<file path="config.mk">
export PLATFORM = sky130hd
export DESIGN_NAME = uart_tx_fifo
export DESIGN_NICKNAME = d
export VERILOG_FILES = /design/src/rtl/uart_tx_fifo.sv
export SDC_FILE = /design/constraint.sdc
export NUM_CORES = 1
export LEC_CHECK = 0
export ABC_CLOCK_PERIOD_IN_PS = 3100
export BUFFER_PORTS_ARGS = -buffer_cell sky130_fd_sc_hd__buf_2
export CORE_MARGIN = 2
export CORE_UTILIZATION = 50
export CTS_CLUSTER_DIAMETER = 200
export DETAILED_ROUTE_END_ITERATION = 10
export GPL_TIMING_DRIVEN = 0
export PLACE_DENSITY = 0.75
export SYNTH_ARGS = -nofsm -noshare
export SYNTH_HDL_FRONTEND = slang
export SYNTH_SLANG_ARGS = --single-unit
export TNS_END_PERCENT = 5
</file>
<file path="constraint.sdc">
create_clock -name clk -period 3.1 [get_ports clk]
set_input_delay 0.31 -clock clk [delete_from_list [all_inputs] [get_ports clk]]
set_output_delay 0.31 -clock clk [all_outputs]
set_load 0.05 [all_outputs]
</file>
<file path="src/rtl/uart_tx_fifo.sv">
// uart_tx_fifo: single-clock UART transmitter (LSB-first) with a transmit FIFO and baud divider.
// Optional parity bit between data and stop bits: compile with `define UART_TX_PARITY_EN.
module uart_tx_fifo #(
  parameter int unsigned CLKS_PER_BIT = 868,
  parameter int unsigned DATA_BITS    = 8,
  parameter int unsigned STOP_BITS    = 1,
  parameter int unsigned FIFO_DEPTH   = 4,
  parameter int unsigned PARITY_ODD   = 0
) (
  input  logic                          clk,
  input  logic                          reset_b,
  input  logic                          tx_valid,
  input  logic [DATA_BITS-1:0]          tx_data,
  output logic                          tx_ready,
  output logic                          tx_busy,
  output logic [$clog2(FIFO_DEPTH):0]   fifo_level,
  output logic                          tx_data_out
);

  localparam int AW = $clog2(FIFO_DEPTH);
  localparam int BW = $clog2(CLKS_PER_BIT);
  localparam int CW = $clog2(DATA_BITS + 1);

  if (CLKS_PER_BIT < 2 || CLKS_PER_BIT > 65535 || DATA_BITS < 5 || DATA_BITS > 9 ||
      (STOP_BITS != 1 && STOP_BITS != 2) || FIFO_DEPTH < 2 || FIFO_DEPTH > 64 ||
      (FIFO_DEPTH & (FIFO_DEPTH - 1)) != 0 || PARITY_ODD > 1) begin : g_bad_params
    $error("uart_tx_fifo: illegal parameter value");
  end

`ifdef UART_TX_PARITY_EN
  typedef enum logic [2:0] {IDLE, START, DATA, PARITY, STOP} state_t;
`else
  typedef enum logic [2:0] {IDLE, START, DATA, STOP} state_t;
`endif

  state_t                 state_q, state_d;
  logic [BW-1:0]          baud_q, baud_d;
  logic [CW-1:0]          bit_q, bit_d;
  logic [DATA_BITS-1:0]   shift_q, shift_d;
  logic                   tx_q, tx_d;
`ifdef UART_TX_PARITY_EN
  logic                   par_q, par_d;
`endif

  logic [DATA_BITS-1:0]   mem_q [FIFO_DEPTH];
  logic [AW:0]            wr_ptr_q, wr_ptr_d, rd_ptr_q, rd_ptr_d;
  logic [AW:0]            level;
  logic                   full, empty, push, pop, load, baud_end;
  logic [DATA_BITS-1:0]   rd_data;

  // Pointers carry one extra wrap bit, so their difference is the occupancy.
  assign level    = wr_ptr_q - rd_ptr_q;
  assign full     = (level == (AW+1)'(FIFO_DEPTH));
  assign empty    = (level == '0);
  assign push     = tx_valid && !full;
  assign rd_data  = mem_q[rd_ptr_q[AW-1:0]];
  assign wr_ptr_d = wr_ptr_q + (AW+1)'(push);
  assign rd_ptr_d = rd_ptr_q + (AW+1)'(pop);
  assign baud_end = (baud_q == BW'(CLKS_PER_BIT - 1));

  always_ff @(posedge clk) begin
    if (push) mem_q[wr_ptr_q[AW-1:0]] <= tx_data;
  end

  always_comb begin
    state_d = state_q;
    baud_d  = baud_q;
    bit_d   = bit_q;
    shift_d = shift_q;
    tx_d    = tx_q;
    load    = 1'b0;
`ifdef UART_TX_PARITY_EN
    par_d   = par_q;
`endif
    case (state_q)
      IDLE: load = !empty;
      START: begin
        if (baud_end) begin
          baud_d  = '0;
          bit_d   = '0;
          tx_d    = shift_q[0];
          state_d = DATA;
        end else begin
          baud_d = baud_q + BW'(1);
        end
      end
      DATA: begin
        if (baud_end) begin
          baud_d = '0;
          if (bit_q == CW'(DATA_BITS - 1)) begin
            bit_d = '0;
`ifdef UART_TX_PARITY_EN
            tx_d    = par_q;
            state_d = PARITY;
`else
            tx_d    = 1'b1;
            state_d = STOP;
`endif
          end else begin
            bit_d   = bit_q + CW'(1);
            shift_d = shift_q >> 1;
            tx_d    = shift_q[1];
          end
        end else begin
          baud_d = baud_q + BW'(1);
        end
      end
`ifdef UART_TX_PARITY_EN
      PARITY: begin
        if (baud_end) begin
          baud_d  = '0;
          bit_d   = '0;
          tx_d    = 1'b1;
          state_d = STOP;
        end else begin
          baud_d = baud_q + BW'(1);
        end
      end
`endif
      STOP: begin
        if (baud_end) begin
          baud_d = '0;
          if (bit_q == CW'(STOP_BITS - 1)) begin
            bit_d   = '0;
            tx_d    = 1'b1;
            state_d = IDLE;
            load    = !empty;
          end else begin
            bit_d = bit_q + CW'(1);
          end
        end else begin
          baud_d = baud_q + BW'(1);
        end
      end
      default: begin
        tx_d    = 1'b1;
        state_d = IDLE;
      end
    endcase
    // A load overrides the IDLE decision so the next start bit follows the stop bit directly.
    if (load) begin
      shift_d = rd_data;
      tx_d    = 1'b0;
      baud_d  = '0;
      bit_d   = '0;
      state_d = START;
`ifdef UART_TX_PARITY_EN
      par_d   = (^rd_data) ^ (PARITY_ODD != 0);
`endif
    end
  end

  assign pop = load;

  always_ff @(posedge clk or negedge reset_b) begin
    if (!reset_b) begin
      state_q  <= IDLE;
      baud_q   <= '0;
      bit_q    <= '0;
      shift_q  <= '0;
      tx_q     <= 1'b1;
      wr_ptr_q <= '0;
      rd_ptr_q <= '0;
`ifdef UART_TX_PARITY_EN
      par_q    <= 1'b0;
`endif
    end else begin
      state_q  <= state_d;
      baud_q   <= baud_d;
      bit_q    <= bit_d;
      shift_q  <= shift_d;
      tx_q     <= tx_d;
      wr_ptr_q <= wr_ptr_d;
      rd_ptr_q <= rd_ptr_d;
`ifdef UART_TX_PARITY_EN
      par_q    <= par_d;
`endif
    end
  end

  assign tx_ready    = !full;
  assign tx_busy     = (state_q != IDLE);
  assign fifo_level  = level;
  assign tx_data_out = tx_q;

endmodule

</file>
==> results.toml <==
[route]
via_count = 1815
final_antenna_net_count = 0
via_per_inst = 5.434
finalWirelength_um = 5092
route.detailed.drc = 0
first_iter_violations = 67
wl_per_cell_um = 15.25
dr.pass1.iters = 4

[synth]
synthFlopType = "edfxtp_1"
synth-adder-area-share_pct = 5.705
synthCells = 227
synth_area_um2 = 2983
avgSynthCellArea_um2 = 13.14
ys_types = 49
synth_top_area_cell = "edfxtp_1"
async_flop_share_pct = 49.21
synth_xor_area_share_pct = 2.936
synth_mux_area_share_pct = 8.389
ys_top_cells_by_area = "edfxtp_1 (32%), dfrtp_1 (25%), mux4_2 (6.0%)"
synth-compound-area-share_pct = 7.886
yosysSeqAreaShare_pct = 58.26
synth_edf_count = 32
synth_top_family_by_area = "simple AND/OR/NAND/NOR gates"
yosys.area_share.simple_pct = 13.51
ys_seq_elements = 63
synth_top_area_share_pct = 32.21
synth_nets = 251
ys_warn_count = 0

[floorplanning]
dieHeight_um = 81.24
core_area_um2 = 5851
die_w_um = 81.24
start_util_pct = 50.98
pin_count = 17
die_area_um2 = 6600
rows = 28

[setup_path]
crit_family = "simple AND/OR/NAND/NOR gates"
start_kind = "flop"
worstPathCellList = "inv_1, ha_1, fa_1, xnor2_1, xnor2_2, nand3_2, nand2_1, nor3_1"
cp_data_required_time_ps = 3050
max_stage_delay_ps = 950
setup.worst_path.class = "reg2reg"
crit-reg2reg-launch = "wr_ptr_q[0]$_DFF_PN0_"
startpoint = "wr_ptr_q[0]$_DFF_PN0_"
cp_num_buf_inv = 1
endpoint_kind = "flop"
crit_fanout = 8
critical_path.slowest_cell = "nor3_1"
arrival_ps = 2990

[power_and_ir_drop]
p_sw_w = 0.001502
power.density_nw_per_um2 = 1099
power_leakage_nw = 1.364
sw_frac_of_total_pct = 39.89
finalPower_w = 0.003765
irDropWorstVdd_mv = 0.6290
power_frac_clock_pct = 23.1
p_int_w = 0.002263
seqPwrFrac_pct = 34.0
p_comb_share_pct = 42.9

[cts]
root_buffer = "clkbuf_8"
clk_path_buf_depth = 2
cts_tree = "yes"
numCtsBuffers = 9
cts.sinks = 63
clkSlewWorstSetupHoldPaths_ps = 70
cts_setup_buffers = 0
h-tree-depth = 3
clock_latency_ps = 340

[final_layout]
nNetsFinal = 278
drive_gt1_share_pct = 24.32
fillers = 452
multi_input_area_um2 = 1169
num_antenna_cells = 0
synthToLayoutAreaGrowth_pct = 14.81
fin_area_um2 = 3425
register_area_um2 = 1738

[timing]
hold_viol_final = 0
worstMarginPinSlew_ps = 1201
tns_ps = 0
finClkSkew_ps = 6.752
min_period_ps = 3037
drv_slew = 0
slew_headroom_pct = 19.29
post-route-period-util_pct = 97.96
rsz0062_at_grt = "true"
finalSetupViolCount = 0
max_freq_mhz = 329.3

[placed_design]
numPortBuffers = 16
routabilityCongestion = 0.8072
place_area_um2 = 3169
dp_hpwl_um = 3567

[global_routing]
antenna_found_initial = 0
grt_usage_pct = 17.75
grt_pass1_vias = 1834
grt-ovfl-total = 0
grt_pass1_wl_um = 8556
grt_max_degree = 32

[flow_run]
drv_cap = 0

[outcome]
status = "complete, no violations"

[hold_path]
min_path_type = "in2async"
==> worst paths after layout <==
path,endpoint,slack (ps),cells after the start
setup / recovery,mem_q[1][3]$_DFFE_PP_,60,8
hold / removal,baud_q[5]$_DFFE_PN0P_,2,1
setup reg to reg,mem_q[1][3]$_DFFE_PP_,60,8
hold reg to reg,rd_ptr_q[2]$_DFF_PN0_,500,1
max in group asynchronous,shift_q[0]$_DFFE_PN0P_,2640,1
min in group clk,mem_q[1][2]$_DFFE_PP_,180,1
==> state kept, by name (all words and copies together) (netlist names) <==
register     count
baud_q          10
bit_q            4
shift_q          8
rd_ptr_q         3
state_q          2
wr_ptr_q         3
tx_data_out      1
mem_q           32
==> power by group through the flow <==
| stage | Sequential (W) | Combinational, W | Clock (W) |
|---|---|---|---|
| after global placement | 0.00129 | 0.00158 | 0 |
| final | 0.00128 | 0.00162 | 0.000868 |
| after floorplan | 0.00128 | 0.00128 | 0 |
| after CTS | 0.00128 | 0.00163 | 0.000879 |
| after global routing | 0.00131 | 0.00178 | 0.000912 |
| after detailed placement | 0.00130 | 0.00163 | 0 |
==> layer usage <==
metal / wire length (um) / track usage, %
met1: 2281 / 22.02
met2: 2568 / 29.59
met3: 136 / 4.111
met4: 106 / 8.136
met5: 0 / 0
==> what timing repair did <==
item,4_1_cts,5_1_grt
setup endpoints to repair,0,32
hold buffers,0,0
endpoints found under the hold margin,0,0
resized for setup,0,2
==> cell usage in the layout (no fill, tap or decap), drive strengths merged, types with 8 or more instances in the layout <==
| master | count |
|---|---|
| o21ai | 11 |
| ha | 12 |
| nor2 | 14 |
| inv | 12 |
| nand2 | 19 |
| edfxtp | 32 |
| a21oi | 12 |
| dfrtp | 30 |
| clkbuf | 12 |
| buf | 22 |
| mux4 | 8 |
==> layout make-up <==
class	count	share of cell area (%)
clock inverters	7	3.544
clock buffers	9	3.617
inverters	12	1.315
multi-input cells	143	34.12
repair buffers	16	2.338
flip-flops and latches	63	50.75
well taps	75	2.740
plain buffers	9	1.571
==> cells in the mapped netlist (3+ instances only) <==
master and number:
xnor2_1 5, a21oi_1 12, inv_1 12, o21ai_0 3
mux2i_1 7, nor3_1 6, nand3_1 5, edfxtp_1 32
nor2_1 14, nand4_1 5, dfrtp_1 30, clkbuf_1 3
o21ai_2 7, mux4_2 8, nand2_1 19, or3_1 4
xor2_1 5, ha_1 12
==> through the flow <==
step / utilization, % / setup slack, ps / instances / hold slack [ps]
finish: 58.53 / 63.14 / 334 / 2.387
global route: 58.53 / -141.8 / 334 / 57.10
CTS: 58.36 / 20.65 / 334 / 28.55
floorplan: - / 52.66 / 227 / 14.41
global placement: 54.17 / 167.6 / 318 / 397.6
detailed placement: 54.17 / 35.24 / 318 / 394.8
==> kinds of logic (layout without fill, tap and decap cells) <==
kind of cell	after synthesis	count (layout)
simple gates	73	73
flops	63	63
compound gates	32	32
buf+inv	21	53
mux	15	15
fa+ha+maj	13	13
xor+xnor	10	10
(Power assumes the default switching activity.)
